**config.mk**
```make
export PLATFORM = sky130hd
export DESIGN_NAME = arb_requester_flat
export DESIGN_NICKNAME = d
export VERILOG_FILES = /design/src/rtl/arb_requester_if.sv /design/src/rtl/arb_requester.sv /design/src/flat_wrapper.sv
export SDC_FILE = /design/constraint.sdc
export NUM_CORES = 1
export LEC_CHECK = 0
export CAP_MARGIN = 30
export CORE_MARGIN = 3
export CORE_UTILIZATION = 30
export CTS_CLUSTER_DIAMETER = 80
export DETAILED_ROUTE_END_ITERATION = 12
export PLACE_DENSITY_LB_ADDON = 0.12
export SLEW_MARGIN = 30
export SYNTH_ARGS = -nofsm -noshare
export SYNTH_HDL_FRONTEND = slang
export SYNTH_SLANG_ARGS = --single-unit
```
**constraint.sdc**
```tcl
create_clock -name clk -period 1.7 [get_ports clk]
set_input_delay 0.17 -clock clk [delete_from_list [all_inputs] [get_ports clk]]
set_output_delay 0.17 -clock clk [all_outputs]
set_load 0.02 [all_outputs]
```
**src/rtl/arb_requester_if.sv**
```systemverilog
// rtl/arb_requester_if.sv - command, status and request/grant bundle for arb_requester
interface arb_requester_if #(
  parameter int LEN_W = 4
);
  logic [1:0]       cmd_valid;
  logic [1:0]       cmd_ready;
  logic [LEN_W-1:0] cmd_len0;
  logic [LEN_W-1:0] cmd_len1;
  logic [1:0]       request;
  logic [1:0]       grant;
  logic [1:0]       busy;
  logic [1:0]       done;
  logic [1:0]       err_timeout;

  // master: traffic source plus arbiter side; slave: the requester block
  modport master (
    output cmd_valid, cmd_len0, cmd_len1, grant,
    input  cmd_ready, request, busy, done, err_timeout
  );

  modport slave (
    input  cmd_valid, cmd_len0, cmd_len1, grant,
    output cmd_ready, request, busy, done, err_timeout
  );
endinterface

```
**src/rtl/arb_requester.sv**
```systemverilog
// rtl/arb_requester.sv - two-channel burst requester for a registered fixed-priority arbiter
// Optional WAIT timeout abort enabled by defining ARB_REQ_TIMEOUT_EN.
module arb_requester #(
  parameter int LEN_W   = 4,
  parameter int TIMEOUT = 15
) (
  input logic            clk,
  input logic            rst,
  arb_requester_if.slave bus
);

  localparam logic [1:0] ST_IDLE = 2'd0;
  localparam logic [1:0] ST_WAIT = 2'd1;
  localparam logic [1:0] ST_OWN  = 2'd2;
  localparam logic [1:0] ST_COOL = 2'd3;

  localparam logic [LEN_W:0] REM_ONE = (LEN_W + 1)'(1);

  for (genvar i = 0; i < 2; i++) begin : g_ch
    logic [1:0]       state;
    logic [LEN_W:0]   remaining;
    logic [LEN_W-1:0] len;
    logic             grant;
    logic             last_beat;
    logic             timeout_hit;
    logic             req_q;
    logic             busy_q;
    logic             done_q;
    logic             err_q;

    assign len       = (i == 0) ? bus.cmd_len0 : bus.cmd_len1;
    assign grant     = bus.grant[i];
    assign last_beat = (remaining == REM_ONE);

`ifdef ARB_REQ_TIMEOUT_EN
    localparam int WCNT_W = $clog2(TIMEOUT + 1);

    logic [WCNT_W-1:0] wcnt;

    // Counts only an unbroken run of ungranted WAIT cycles.
    always_ff @(posedge clk or posedge rst) begin
      if (rst) begin
        wcnt <= '0;
      end else if ((state == ST_WAIT) && !grant && !timeout_hit) begin
        wcnt <= wcnt + WCNT_W'(1);
      end else begin
        wcnt <= '0;
      end
    end

    assign timeout_hit = (state == ST_WAIT) && !grant &&
                         (wcnt == WCNT_W'(TIMEOUT - 1));
`else
    assign timeout_hit = 1'b0;
`endif

    always_ff @(posedge clk or posedge rst) begin
      if (rst) begin
        state     <= ST_IDLE;
        remaining <= '0;
        req_q     <= 1'b0;
        busy_q    <= 1'b0;
        done_q    <= 1'b0;
        err_q     <= 1'b0;
      end else begin
        done_q <= 1'b0;
        err_q  <= 1'b0;
        case (state)
          ST_IDLE: begin
            if (bus.cmd_valid[i]) begin
              // A zero length field encodes the full 2**LEN_W beats.
              remaining <= {(len == '0), len};
              state     <= ST_WAIT;
              req_q     <= 1'b1;
            end
          end
          ST_WAIT: begin
            if (grant) begin
              remaining <= remaining - REM_ONE;
              if (last_beat) begin
                state  <= ST_COOL;
                req_q  <= 1'b0;
                done_q <= 1'b1;
              end else begin
                state  <= ST_OWN;
                busy_q <= 1'b1;
              end
            end else if (timeout_hit) begin
              remaining <= '0;
              state     <= ST_COOL;
              req_q     <= 1'b0;
              err_q     <= 1'b1;
            end
          end
          ST_OWN: begin
            if (grant) begin
              remaining <= remaining - REM_ONE;
              if (last_beat) begin
                state  <= ST_COOL;
                req_q  <= 1'b0;
                busy_q <= 1'b0;
                done_q <= 1'b1;
              end
            end else begin
              // Preempted: keep the remaining count and re-arbitrate.
              state  <= ST_WAIT;
              busy_q <= 1'b0;
            end
          end
          ST_COOL: begin
            // One idle cycle so the arbiter's stale grant is never counted.
            state <= ST_IDLE;
          end
          default: begin
            state     <= ST_IDLE;
            remaining <= '0;
            req_q     <= 1'b0;
            busy_q    <= 1'b0;
          end
        endcase
      end
    end

    assign bus.cmd_ready[i]   = (state == ST_IDLE);
    assign bus.request[i]     = req_q;
    assign bus.busy[i]        = busy_q;
    assign bus.done[i]        = done_q;
    assign bus.err_timeout[i] = err_q;
  end

endmodule

```
**src/flat_wrapper.sv**
```systemverilog
// flat-port wrapper written by rule: the top's interface ports become plain ports
module arb_requester_flat 
#(
  parameter int LEN_W   = 4,
  parameter int TIMEOUT = 15
)
  (clk, rst, bus_cmd_valid, bus_cmd_len0, bus_cmd_len1, bus_grant, bus_cmd_ready, bus_request, bus_busy, bus_done, bus_err_timeout);
  arb_requester_if #(.LEN_W(LEN_W)) bus_i ();
  input logic clk;
  input logic rst;
  input wire logic [$bits(bus_i.cmd_valid)-1:0] bus_cmd_valid;
  input wire logic [$bits(bus_i.cmd_len0)-1:0] bus_cmd_len0;
  input wire logic [$bits(bus_i.cmd_len1)-1:0] bus_cmd_len1;
  input wire logic [$bits(bus_i.grant)-1:0] bus_grant;
  output wire logic [$bits(bus_i.cmd_ready)-1:0] bus_cmd_ready;
  output wire logic [$bits(bus_i.request)-1:0] bus_request;
  output wire logic [$bits(bus_i.busy)-1:0] bus_busy;
  output wire logic [$bits(bus_i.done)-1:0] bus_done;
  output wire logic [$bits(bus_i.err_timeout)-1:0] bus_err_timeout;
  assign bus_i.cmd_valid = bus_cmd_valid;
  assign bus_i.cmd_len0 = bus_cmd_len0;
  assign bus_i.cmd_len1 = bus_cmd_len1;
  assign bus_i.grant = bus_grant;
  assign bus_cmd_ready = bus_i.cmd_ready;
  assign bus_request = bus_i.request;
  assign bus_busy = bus_i.busy;
  assign bus_done = bus_i.done;
  assign bus_err_timeout = bus_i.err_timeout;
  arb_requester #(.LEN_W(LEN_W), .TIMEOUT(TIMEOUT)) u_core (.clk(clk), .rst(rst), .bus(bus_i));
endmodule
```
After elaboration in Yosys (flattened, before gate mapping)
Cells that the tools add are included.
{ "totals": {"ff_bits": 20, "inputBits": 14, "out_inout_bits": 10, "elab_cells": 90} }
{ "op_classes": {"add_sub_neg": 2, "eq_ne": 20, "mux": 40, "reduce_logical": 18} }
{ "ops": {"columns": ["operator", "n"], "rows": [
  ["$mux 1", 20],
  ["$mux 5", 4],
  ["$pmux 5 s2", 2],
  ["$mux 2", 8],
  ["$pmux 2 s4", 2],
  ["$reduce_and 4->1", 4],
  ["$ne 2x2->1 const B", 6],
  ["$reduce_and 3->1", 4],
  ["$eq 5x1->1 const B", 2],
  ["$sub 5x1->5 const B", 2],
  ["$eq 2x2->1 const B", 4],
  ["$logic_not 4->1", 2],
  ["$ne 2x1->1 const B", 4],
  ["$pmux 1 s2", 4],
  ["$reduce_bool 2->1", 4],
  ["$ne 3x2->1 const B", 2],
  ["$eq 2x1->1 const B", 2],
  ["$logic_not 2->1", 2],
  ["$reduce_or 2->1", 2]
]} }

Longest topological paths before layout
Gate-level depths: netlist of run 1.
{ "logic_depth": {"word_depth": 4, "ltp_mapped": 7, "mapped_depth_nobuf": 6} }

Worst setup path after synthesis of run 1
No wires, ideal clock.
{ "synth_path": {"path_type": "reg2reg", "start": "reg u_core.g_ch[0].state[0]", "end": "reg u_core.g_ch[0].remaining[2]", "setup_ns": 0.121, "arrival_time_ns": 1.669, "required_time_ns": 1.579, "setup_slack_ns": -0.090, "stages_incl_launch_ff": 7, "path_buffers": 1, "period_less_slack_ns": 1.790, "cell_sequence": "dfrtp_1 inv_1 ha_1 nor2b_1 or3_1 clkbuf_1 o22a_1"} }
{ "synth_between": {"elab_chain_len": 4, "elab_cells_between_ends": 9, "cone_classes": "4 x eq/ne; 1 x mux; 4 x reduce/logical"} }
{ "synth_lines": {"columns": ["element", "line", "source"], "rows": [
  ["from (decl)", "arb_requester.sv:20", "logic [1:0] state;"],
  ["from (signal assigned)", "arb_requester.sv:59", "state <= ST_IDLE;"],
  ["from (signal assigned)", "arb_requester.sv:73", "state <= ST_WAIT;"],
  ["from (signal assigned)", "arb_requester.sv:81", "state <= ST_COOL;"],
  ["$eq 2x1->1 / $eq 2x2->1 (equally long branches)", "arb_requester.sv:68", "case (state)"],
  ["$reduce_or 2->1 (no source line)", null, null],
  ["$ne 2x1->1 (no source line) / $reduce_bool 2->1 (equally long branches)", null, null],
  ["$reduce_and 3->1 (no source line)", null, null],
  ["to (signal assigned)", "arb_requester.sv:72", "remaining <= {(len == '0), len};"],
  ["to (signal assigned)", "arb_requester.sv:79", "remaining <= remaining - REM_ONE;"],
  ["to (signal assigned)", "arb_requester.sv:97", "remaining <= remaining - REM_ONE;"],
  ["to (decl)", "arb_requester.sv:21", "logic [LEN_W:0] remaining;"]
]} }
Several ways; a longest one is shown, not always the timed one.
A chain may end at the register's enable or synchronous reset.

Worst setup path after layout of run 1
{ "layout_path": {"start": "reg u_core.g_ch[0].remaining[1]", "end": "reg u_core.g_ch[0].state[0]"} }
{ "layout_between": {"elab_chain_len": 4, "elab_cells_between_ends": 6, "cone_classes": "2 x eq/ne; 3 x mux; 1 x reduce/logical"} }
{ "layout_lines": {"columns": ["element", "line", "source"], "rows": [
  ["$eq 5x1->1 *", "arb_requester.sv:33", "assign last_beat = (remaining == REM_ONE);"],
  ["$mux 1", "arb_requester.sv:80", "if (last_beat) begin"],
  ["$mux 2", "arb_requester.sv:78", "if (grant) begin"],
  ["$pmux 2 s4", "arb_requester.sv:68", null],
  ["to (signal assigned)", "arb_requester.sv:73", null],
  ["to (signal assigned)", "arb_requester.sv:81", null],
  ["to (signal assigned)", "arb_requester.sv:85", "state <= ST_OWN;"]
]} }
Mark *: on every way between the ends. The rest lies on a longest branch, timed or not. The select of a mux whose other input is x is not followed.

==> impl_metrics.toml, run 1 <==
[place]
dp_hpwl_um = 2360
portBuffers = 21
gp_congestion = 0.789
pre_cts_ws_ns = -0.00354

[detailed_routing]
dr_wl_met2_um = 1450
top_layer = "met4"
wire_per_inst_um = 12.8
drc = 0
ant_nets = 0
wl_um = 3030
wl_met1_um = 1420
met3_length_um = 135
avgViaCountPerCell = 5.19
firstDrtPassIters = 5
drtIter0Drc = 48
vias = 1229

[worst_setup_path]
crit_start = "u_core.g_ch[0].remaining[1]$_DFFE_PP0P_"
cp-end-kind = "flip-flop"
slowest_stage = "or4b_4"
crit_type = "reg -> reg"
cp.arrival_ns = 1.77
cp_top_family = "simple AND/OR/NAND/NOR gates"
critical_path.max_stage_delay_ns = 0.48
crit_end = "u_core.g_ch[0].state[0]$_DFFE_PP0P_"
r2r_start = "u_core.g_ch[0].remaining[1]$_DFFE_PP0P_"
rrSetupSlack_ns = 0.08
cp_num_buf_inv = 1
r2r_cells = 6
r2r-end = "u_core.g_ch[0].state[0]$_DFFE_PP0P_"
critPathMaxFanout = 4
path_depth = 6
worstPathRequired_ns = 1.85
setup.worst_path.start_class = "flip-flop"
crit_path_cell_trace = "inv_2 > ha_1 > or4b_4 > nand4_1 > o21ai_1 > a211o_1"

[global_route]
grt_start_max_net_pins = 21
grt_overflow_total = 0
track_usage = 0.118
grt_pass1_wl_um = 5260
grt_pass1_vias = 1230
antenna_found_initial = 0

[synth]
synthFlopType = "dfrtp_1"
ys_types = 43
yosysTopAreaCellShare = 0.354
yosysSeqAreaShare = 0.354
syn_inst = 161
yosys.area.top_type = "dfrtp_1"
yosysMostFrequentCell = "dfrtp_1"
synth.area.top_cells = "dfrtp_1, ha_1, a21oi_1"
ys_ff_latch = 20
yosys_warnings = 0
synthesis.area_mm2 = 0.00141
synth-edff-count = 0
synth_commonest_cells = "dfrtp_1, inv_1, nand2_1"
postSynthAreaPerCell_um2 = 8.77
async_flop_share = 1.00

[clock_tree]
cts_buffer_depth = 2
htree_levels = 1
cts_tree = "built"
clk_pin_slew_worst_paths_ns = 0.08
cts_buffers = 3
cts_num_sinks = 20
cts-root-buf = "clkbuf_8"
cts.hold.buffers_added = 0
insertion_delay_ns = 0.25

[sta]
fin_skew_ns = 0.00269
setup_ws_ns = 0.0796
rsz0062_at_grt = "no"
hold_violations = 0
post-route-period-util = 0.953
fin_crit_ns = 1.62
fin_hold_ws_ns = 0.245
fmax_mhz = 617
setup_viol = 0
final_max_slew_viol_count = 0

[pwr]
power_leakage_nw = 0.784
ir_worst_vdd_v = 0.000495
p_per_area_mw_per_mm2 = 1870
p_total_mw = 3.32

[run_status]
status = "complete, no violations"

[floorplanning]
dieHeight_um = 74.6
chipWidth_um = 74.6
fp-row-count = 24
coreArea_mm2 = 0.00444
initial_core_util = 0.318
ios = 24
die_area_mm2 = 0.00557

[worst_hold_path]
min_path_type = "in -> async"

[flow_run]
maxCapViolations = 0

[final_layout]
diodes = 0
fin_util = 0.399
post_route_cells_drive_above_1_share = 0.157
area_growth_pct = 25.5
nNetsFinal = 214
==> where the power goes <==
| group | switching, mW | total [mW] | leakage [nW] | internal, mW |
|---|---|---|---|---|
| Sequential | 0.148 | 0.836 | 0.232 | 0.687 |
| Combinational | 1.16 | 2.17 | 0.530 | 1.01 |
| Clock | 0.157 | 0.314 | 0.0216 | 0.158 |
==> cell families after synthesis <==
family | share of synthesized area
other | 0.00265
AOI/OAI and AO/OA | 0.198
muxes | 0.0354
and+or+nand+nor | 0.191
buffers and inverters | 0.104
DFF | 0.354
adders and majority gates | 0.115
==> layout by cell type, fill, tap and decap left out, types with 3 or more instances in the layout <==
master and instances:
inv_1 13, nor2_1 7, o211ai_1 3, clkbuf_8 3, clkdlybuf4s50_1 19, a31oi_1 3, mux2i_1 5, ha_1 12
o21ai_0 4, o21ai_1 5, o22ai_1 3, a21oi_1 12, buf_4 13, nand3b_1 3, nand2_1 15, nor3_1 4
dfrtp_1 20
==> sequential cells by signal (all words and copies together), names as in the netlist <==
name                   cells
u_core.g_ch.remaining     10
u_core.g_ch.state          4
u_core.g_ch.busy_q         2
u_core.g_ch.done_q         2
u_core.g_ch.req_q          2
==> worst min path at each step <==
stage,to,from,cells after the start,slack [ns]
after floorplan,u_core.g_ch[0].busy_q$_DFFE_PP0P_,rst,1,0.13
after global placement,u_core.g_ch[0].req_q$_DFFE_PP0P_,u_core.g_ch[0].req_q$_DFFE_PP0P_,2,0.52
after detailed placement,u_core.g_ch[0].req_q$_DFFE_PP0P_,u_core.g_ch[0].req_q$_DFFE_PP0P_,2,0.50
after CTS,u_core.g_ch[1].busy_q$_DFFE_PP0P_,rst,3,0.25
after global routing,u_core.g_ch[1].busy_q$_DFFE_PP0P_,rst,3,0.27
final,u_core.g_ch[0].req_q$_DFFE_PP0P_,rst,3,0.25
==> metrics by stage <==
step / std cells / TNS (ns) / cell area (um2)
2_1_floorplan: 162 / 0 / 1430
3_3_place_gp: 232 / 0 / 1700
3_5_place_dp: 232 / -0.00354 / 1700
4_1_cts: 236 / 0 / 1750
5_1_grt: 237 / 0 / 1770
6_report: 237 / 0 / 1770
==> metal layers <==
metal / track usage / vias to the layer above
li1: - / 603
met1: 0.149 / 592
met2: 0.206 / 32
met3: 0.0214 / 2
met4: 0.0356 / 0
met5: 0 / -
==> tightest hold or removal path, delay by kind of cell <==
| kind | cells | cell delay, ns |
|---|---|---|
| buffers and inverters | 3 | 0.72 |
==> what timing repair did <==
item | in CTS | in global routing
endpoints found under the setup margin | 4 | 11
buffers inserted | 1 | 1
resized for setup | 3 | 6
pin swaps | 0 | 1
==> cell type report <==
| cell class | count | area, um2 |
|---|---|---|
| tap | 52 | 65.1 |
| multi-input combinational | 113 | 805 |
| fill | 457 | 2670 |
| clock buffer | 3 | 41.3 |
| inverter | 15 | 56.3 |
| timing repair buffer | 34 | 305 |
| sequential | 20 | 500 |
Note: power is estimated with default switching activity, not from simulation.
==> inputs of run 2 (changes only) <==
--- a/config.mk
+++ b/config.mk
@@ -10,8 +10,7 @@
 export CORE_UTILIZATION = 30
 export CTS_CLUSTER_DIAMETER = 80
 export DETAILED_ROUTE_END_ITERATION = 12
-export PLACE_DENSITY_LB_ADDON = 0.12
-export SLEW_MARGIN = 30
+export PLACE_DENSITY = 0.63
 export SYNTH_ARGS = -nofsm -noshare
 export SYNTH_HDL_FRONTEND = slang
 export SYNTH_SLANG_ARGS = --single-unit
==> run 2 against run 1 <==
- setup slack lost 0.032 ns
- register-to-register slack lost 0.03 ns
- worst hold slack lost 0.0073 ns
- wire length shrank 2.3%
- count of clock-buffer cells in the layout is the same
- critical path depth shrank 1
- power grew 5.0%
- first-iteration DRC count grew 69%
- sequential power is essentially flat
- sequential share of layout area shrank 0.51 points
==> impl_metrics.toml, run 2 (same netlist as run 1, synthesis figures left out) <==
[sta]
post-route-period-util = 0.972
setup_ws_ns = 0.0472
fin_skew_ns = 0.00434
final_max_slew_viol_count = 0
fmax_mhz = 605
fin_hold_ws_ns = 0.238
hold_violations = 0
setup_viol = 0
setup_tns_ns = 0
fin_crit_ns = 1.65

[worst_setup_path]
r2r-end = "u_core.g_ch[0].state[1]$_DFFE_PP0P_"
rrSetupSlack_ns = 0.05
cp.arrival_ns = 1.83
slowest_stage = "or4b_4"
r2r_cells = 5
crit_type = "reg -> reg"
worstPathRequired_ns = 1.88
cp_top_family = "simple AND/OR/NAND/NOR gates"
cp_num_buf_inv = 1
cp-end-kind = "flip-flop"
critPathMaxFanout = 5
critical_path.max_stage_delay_ns = 0.49
r2r_start = "u_core.g_ch[0].remaining[1]$_DFFE_PP0P_"
setup.worst_path.start_class = "flip-flop"
crit_path_cell_trace = "inv_2 > ha_1 > or4b_4 > a311o_1 > mux2i_1"

[floorplanning]
chipWidth_um = 74.6
die_area_mm2 = 0.00557
initial_core_util = 0.318
dieHeight_um = 74.6
ios = 24
fp-row-count = 24
coreArea_mm2 = 0.00444

[global_route]
grt_pass1_wl_um = 5060
antenna_found_initial = 0
grt_overflow_total = 0
track_usage = 0.117
grt_start_max_net_pins = 21
grt_pass1_vias = 1136

[place]
post_dp_cell_area_mm2 = 0.00171
portBuffers = 21
dp_hpwl_um = 2240
pre_cts_ws_ns = 0.00327
gp_congestion = 0.835

[detailed_routing]
ant_nets = 0
avgViaCountPerCell = 4.98
wl_met1_um = 1460
dr_wl_met2_um = 1390
drc = 0
met3_length_um = 73
vias = 1196
drtIter0Drc = 81
wl_um = 2960
wire_per_inst_um = 12.3
firstDrtPassIters = 4
top_layer = "met4"

[clock_tree]
cts-root-buf = "clkbuf_8"
cts_tree = "built"
cts_num_sinks = 20
cts_buffer_depth = 2
insertion_delay_ns = 0.26
htree_levels = 1
cts_buffers = 3
clk_pin_slew_worst_paths_ns = 0.08
cts.hold.buffers_added = 0

[final_layout]
post_route_cells_drive_above_1_share = 0.160
area_growth_pct = 27.8
layout_common_cells = "dfrtp_1, clkdlybuf4s50_1, nand2_1, buf_4, inv_1"
top_register = "u_core.g_ch.remaining"
diodes = 0
layout_commonest_cell = "dfrtp_1"
nFillCells = 445
reg_top3 = "u_core.g_ch.remaining: 10 flops, u_core.g_ch.state: 4 flops"
nNetsFinal = 216
stdcell_area_mm2 = 0.00181
largest_reg_flops = 10

[worst_hold_path]
min_path_type = "in -> async"

[run_status]
status = "complete, no violations"

[pwr]
p_total_mw = 3.49
power_leakage_nw = 0.803
ir_worst_vdd_v = 0.000556
p_per_area_mw_per_mm2 = 1930

[flow_run]
maxCapViolations = 0
## run 2: changes by cell type in the layout (fill, tap and decap cells not counted), sizes merged
cell    previous run  this run
buf               13        15
bufinv             0         1
## run 2: area by class of cell
| class | instances | area (um2) | share of cell area |
|---|---|---|---|
| clock inverter | 1 | 30.0 | 0.0166 |
| inverter | 15 | 56.3 | 0.0312 |
| timing repair buffer | 36 | 320 | 0.177 |
| clock buffer | 3 | 41.3 | 0.0229 |
| tap | 52 | 65.1 | 0.0360 |
| multi-input combinational | 113 | 792 | 0.439 |
| sequential | 20 | 500 | 0.277 |
## run 2: power breakdown
group	leakage, nW	switching [mW]	internal [mW]
Sequential	0.232	0.149	0.687
Clock	0.0357	0.168	0.314
Combinational	0.535	1.14	1.03
## run 2: tightest hold or removal path: stages
cell and delay, ns:
clkdlybuf4s50_1 0.40, inv_1 0.05, buf_4 0.27
## run 2: worst max path at each step
stage,to,cells past startpoint,start,slack (ns)
floorplan,u_core.g_ch[0].remaining[2]$_DFFE_PP0P_,6,u_core.g_ch[0].state[1]$_DFFE_PP0P_,0.03
global route,u_core.g_ch[0].state[0]$_DFFE_PP0P_,6,u_core.g_ch[0].remaining[1]$_DFFE_PP0P_,-0.003
CTS,u_core.g_ch[0].state[1]$_DFFE_PP0P_,5,u_core.g_ch[0].remaining[1]$_DFFE_PP0P_,0.0004
global placement,u_core.g_ch[0].state[1]$_DFFE_PP0P_,5,u_core.g_ch[0].remaining[1]$_DFFE_PP0P_,0.07
detailed placement,u_core.g_ch[0].state[1]$_DFFE_PP0P_,5,u_core.g_ch[0].remaining[1]$_DFFE_PP0P_,0.003
finish,u_core.g_ch[0].state[1]$_DFFE_PP0P_,5,u_core.g_ch[0].remaining[1]$_DFFE_PP0P_,0.05
## run 2: timing repair
item | in CTS | in global routing
gates resized for setup | 2 | 4
pin swaps | 0 | 2
setup buffers | 1 | 1
setup endpoints to repair | 3 | 9
## run 2: stage by stage
stage / cells / util
final: 240 / 0.406
after global routing: 240 / 0.406
after CTS: 239 / 0.402
after detailed placement: 234 / 0.385
after global placement: 234 / 0.385
after floorplan: 162 / -
## run 2: layer usage
metal	vias to the layer above	track usage
met1	572	0.161
met4	0	0.0474
met2	15	0.182
met5	-	0
met3	2	0.0200
li1	607	-
==> inputs of run 3 (changes only) <==
--- a/config.mk
+++ b/config.mk
@@ -10,7 +10,7 @@
 export CORE_UTILIZATION = 30
 export CTS_CLUSTER_DIAMETER = 80
 export DETAILED_ROUTE_END_ITERATION = 12
-export PLACE_DENSITY = 0.63
+export PLACE_DENSITY = 0.62
 export SYNTH_ARGS = -nofsm -noshare
 export SYNTH_HDL_FRONTEND = slang
 export SYNTH_SLANG_ARGS = --single-unit
==> constraint.sdc (replaced) <==
create_clock -name clk -period 1.35 [get_ports clk]
set_input_delay 0.135 -clock clk [delete_from_list [all_inputs] [get_ports clk]]
set_output_delay 0.135 -clock clk [all_outputs]
set_load 0.02 [all_outputs]
==> run 3 against run 2 <==
- the flow now finishes with violations (setup timing)
- first-iteration DRC count shrank 74%
- final cell count grew 13%
- setup slack lost 0.24 ns
- critical endpoint is now u_core.g_ch[0].state[0]$_DFFE_PP0P_
==> impl_metrics.toml, run 3 (same netlist as run 1, synthesis figures left out) <==
[final_layout]
layout_commonest_cell = "buf_4"
layout_common_cells = "buf_4, dfrtp_1, clkdlybuf4s50_1, nand2_1, inv_1"
post_route_cells_drive_above_1_share = 0.466
area_growth_pct = 62.2
diodes = 0
reg_top3 = "u_core.g_ch.remaining: 10 flops, u_core.g_ch.state: 4 flops"
nFillCells = 404
stdcell_area_mm2 = 0.00229
nNetsFinal = 248
largest_reg_flops = 10
top_register = "u_core.g_ch.remaining"

[detailed_routing]
drtIter0Drc = 21
wire_per_inst_um = 13.0
avgViaCountPerCell = 4.87
firstDrtPassIters = 4
ant_nets = 0
wl_um = 3510
drc = 0
vias = 1321

[sta]
hold_violations = 0
rsz0062_at_grt = "yes"
fmax_mhz = 648
fin_crit_ns = 1.54
fin_skew_ns = 0.00587
post-route-period-util = 1.14
final_max_slew_viol_count = 0
setup_ws_ns = -0.194
setup_viol = 15

[pwr]
ir_worst_vdd_v = 0.000988
p_clk_frac = 0.068
p_per_area_mw_per_mm2 = 2640
internal_power_mw = 3.57
p_seq_frac = 0.179
p_total_mw = 6.05
combPwrFrac = 0.753
switching_share = 0.411
power_leakage_nw = 1.01
power_switching_mw = 2.48

[global_route]
grt_pass1_wl_um = 5500
grt_pass1_vias = 1260
grt_start_max_net_pins = 21
grt_overflow_total = 0
track_usage = 0.127
antenna_found_initial = 0

[clock_tree]
cts_num_sinks = 20
htree_levels = 1
cts_buffers = 3
cts_buffer_depth = 2
insertion_delay_ns = 0.26
cts.hold.buffers_added = 0
cts_tree = "built"
cts-root-buf = "clkbuf_8"
clk_pin_slew_worst_paths_ns = 0.08

[worst_setup_path]
worstPathRequired_ns = 1.50
critPathMaxFanout = 4
crit_type = "reg -> reg"
cp.arrival_ns = 1.70
setup.worst_path.start_class = "flip-flop"
cp-end-kind = "flip-flop"

[place]
portBuffers = 21
dp_hpwl_um = 2340
post_dp_cell_area_mm2 = 0.00195
gp_congestion = 0.806

[floorplanning]
initial_core_util = 0.318
ios = 24
die_area_mm2 = 0.00557
coreArea_mm2 = 0.00444
fp-row-count = 24
dieHeight_um = 74.6
chipWidth_um = 74.6

[run_status]
violations = "setup timing"
status = "finished with violations"

[worst_hold_path]
min_path_type = "in -> async"

[flow_run]
maxCapViolations = 0
[run 3: worst max-delay path, stage by stage, from the launching register on]
cell     delay (ns)
dfrtp_1        0.39
inv_2          0.06
ha_1           0.12
or4b_4         0.48
nand4_1        0.10
o21ai_1        0.07
a211o_1        0.22
[run 3: area by class of cell]
type	instances	area [um2]	share of cell area
Timing Repair Buffer	68	592	0.258
Clock buffer	3	41.3	0.0180
Multi-Input combinational cell	113	1040	0.452
Tap cell	52	65.1	0.0284
Inverter	15	56.3	0.0246
Sequential cell	20	500	0.218
[run 3: power groups by stage]
stage | Clock (mW) | Combinational, mW | Sequential, mW
after global routing | 0.439 | 4.98 | 1.12
final | 0.410 | 4.56 | 1.08
after CTS | 0.412 | 3.88 | 1.08
after detailed placement | 0 | 3.33 | 1.07
after floorplan | 0 | 2.23 | 1.09
after global placement | 0 | 3.30 | 1.06
[run 3: what timing repair did]
| item | CTS | global route |
|---|---|---|
| buffers inserted | 4 | 5 |
| cloned | 0 | 1 |
| resized for setup | 45 | 20 |
| pin swaps | 14 | 5 |
| endpoints found under the hold margin | 0 | 0 |
| setup endpoints to repair | 24 | 20 |
[run 3: final timing paths]
check,from,end,slack [ns],cells past startpoint
min reg2reg,u_core.g_ch[0].req_q$_DFFE_PP0P_,u_core.g_ch[0].req_q$_DFFE_PP0P_,0.53,2
max,u_core.g_ch[0].remaining[1]$_DFFE_PP0P_,u_core.g_ch[0].state[0]$_DFFE_PP0P_,-0.19,6
min,rst,u_core.g_ch[0].req_q$_DFFE_PP0P_,0.20,3
max reg2reg,u_core.g_ch[0].remaining[1]$_DFFE_PP0P_,u_core.g_ch[0].state[0]$_DFFE_PP0P_,-0.19,6
max in group asynchronous,rst,u_core.g_ch[1].remaining[3]$_DFFE_PP0P_,0.94,3
min in group clk,bus_cmd_len1[0],u_core.g_ch[1].remaining[0]$_DFFE_PP0P_,0.51,3
[run 3: routing by layer]
layer / vias up / track usage / part of all wire
met5: - / 0 / 0
met4: 0 / 0.0455 / 0.0080
met3: 4 / 0.0240 / 0.035
met2: 23 / 0.212 / 0.49
met1: 619 / 0.165 / 0.47
li1: 675 / - / -
[run 3: per-stage QoR]
step	TNS, ns	std cells	hold slack (ns)	setup WS, ns	utilization
2_1_floorplan	-2.13	162	0.0988	-0.265	-
3_3_place_gp	-2.08	260	0.493	-0.245	0.438
3_5_place_dp	-2.03	260	0.496	-0.217	0.438
4_1_cts	-1.32	266	0.211	-0.198	0.482
5_1_grt	-3.04	271	0.226	-0.281	0.515
6_report	-1.54	271	0.196	-0.194	0.515
==> RTL edit, RTL diff (flow settings as in run 1) <==
`LEN_W` is set to 4 in 3 places; all go to 2.
--- a/src/rtl/arb_requester_if.sv
+++ b/src/rtl/arb_requester_if.sv
@@ -2,3 +2,3 @@
 interface arb_requester_if #(
-  parameter int LEN_W = 4
+  parameter int LEN_W = 2
 );
--- a/src/rtl/arb_requester.sv
+++ b/src/rtl/arb_requester.sv
@@ -3,3 +3,3 @@
 module arb_requester #(
-  parameter int LEN_W   = 4,
+  parameter int LEN_W   = 2,
   parameter int TIMEOUT = 15
--- a/src/flat_wrapper.sv
+++ b/src/flat_wrapper.sv
@@ -3,3 +3,3 @@
 #(
-  parameter int LEN_W   = 4,
+  parameter int LEN_W   = 2,
   parameter int TIMEOUT = 15
Interface: changed (resized bus_cmd_len0 and bus_cmd_len1); port bits go from 24 to 20. No check against the original RTL was run, so the function may have changed too.
==> RTL edit against run 1 <==
Clock skew decreased by 0.0010 ns. Combinational power decreased by 18%. Critical path type unchanged. Clock power decreased by 7.6%. Setup slack improved by 0.049 ns. Hold slack got worse by 0.016 ns. Final area decreased by 18%. Synthesized area decreased by 17%. Power decreased by 17%. Largest power group unchanged. Routed wire length decreased by 28%. Critical endpoint is now u_core.g_ch[1].remaining[2]. Via count decreased by 27%. Count of clock-buffer cells in the layout unchanged. Sequential cell count decreased by 4.
==> RTL edit: results (changes against run 1) <==
skew_ns: 0.00165  # -0.00103 ns
nets: 176  # -18%
synth-compound-area-share_pct: 21.8  # +2.1 points
post-place-ws_ns: 0.0771  # +0.0806 ns
r2r_end: "u_core.g_ch[1].remaining[2]"
synthAdderAreaFrac_pct: 17.0  # +5.5 points
status: "complete, no violations"
buffers: 25  # -26%
vias_per_cell: 4.57  # -12%
placed_area_um2: 1390  # -18%
vias: 895  # -27%
buf_share_pct: 15.6  # -1.6 points
track_usage_pct: 10.4  # -1.4 points
multiInputGateArea_um2: 672  # -16%
syn_area_per_cell_um2: 9.19  # +4.7%
cp_max_fo: 6  # +2
final_layout_size_suffix_gt1_share_pct: 16.2  # +0.54 points
ir_drop_v: 0.000583  # +18%
arrival_ns: 1.73  # -0.04 ns
r2r_setup_slack_ns: 0.13  # +0.05 ns
clkCellAreaFrac_pct: 2.83  # +0.50 points
cts.clk_slew.worst_paths_ns: 0.06  # -0.02 ns
fin_ws_ns: 0.128  # +0.0486 ns
synth_seq_cells: 16  # -20%
totalWireLength_mm: 2.17  # -28%
muxShareOfSynthArea_pct: 0.851  # -2.7 points
multi_input_cells: 89  # -21%
grt_pass1_vias: 847  # -31%
grt_first_pass_wirelength_mm: 3.73  # -29%
worst_r2r_startpoint: "u_core.g_ch[1].state[0]"
synth.distinct_cells: 37  # -14%
dp.cells: 191  # -18%
-- RTL edit: cell types whose count changed after synthesis, sizes merged, moves of 3 or more --
cell    delta
nor2b      +3
dfrtp      -4
mux2i      -4
nand2     -10
clkbuf     -5
a21oi      +3
ha         +3
o21ai      -3
nor2       -4
-- RTL edit: metal layers --
metal	vias up	share of wire (%)	track usage [%]
met5	-	0	0
li1	469	-	-
met3	0	3.0	1.46
met4	0	0	4.47
met1	416	49	14.2
met2	10	48	16.2
-- RTL edit: repair_timing --
action / CTS / global route
endpoints found under the hold margin: 0 / 0
gates resized for setup: 2 / 5
endpoints found under the setup margin: 2 / 7
setup buffers: 0 / 2
pin swaps: 0 / 1
-- RTL edit: how the worst max path moves through the flow --
stage                                   to  cells after the start                    start
2_1_floorplan  u_core.g_ch[0].remaining[0]                      6  u_core.g_ch[0].state[0]
3_3_place_gp              bus_cmd_ready[1]                      3  u_core.g_ch[1].state[0]
3_5_place_dp              bus_cmd_ready[1]                      3  u_core.g_ch[1].state[0]
4_1_cts        u_core.g_ch[1].remaining[2]                      6  u_core.g_ch[1].state[0]
5_1_grt        u_core.g_ch[1].remaining[2]                      6  u_core.g_ch[1].state[0]
6_report       u_core.g_ch[1].remaining[2]                      6  u_core.g_ch[1].state[0]
-- RTL edit: power breakdown --
part	internal (mW)	switching (mW)
Combinational	0.843	0.951
Clock	0.157	0.133
Sequential	0.565	0.116
Total	1.56	1.20
-- RTL edit: stage by stage --
step	utilization, %	hold slack, ns	power, mW
final	39.2	0.229	2.76
after global routing	39.2	0.272	3.06
after CTS	38.5	0.238	2.74
after detailed placement	37.4	0.513	2.44
after global placement	37.4	0.507	2.41
after floorplan	-	0.0837	1.99
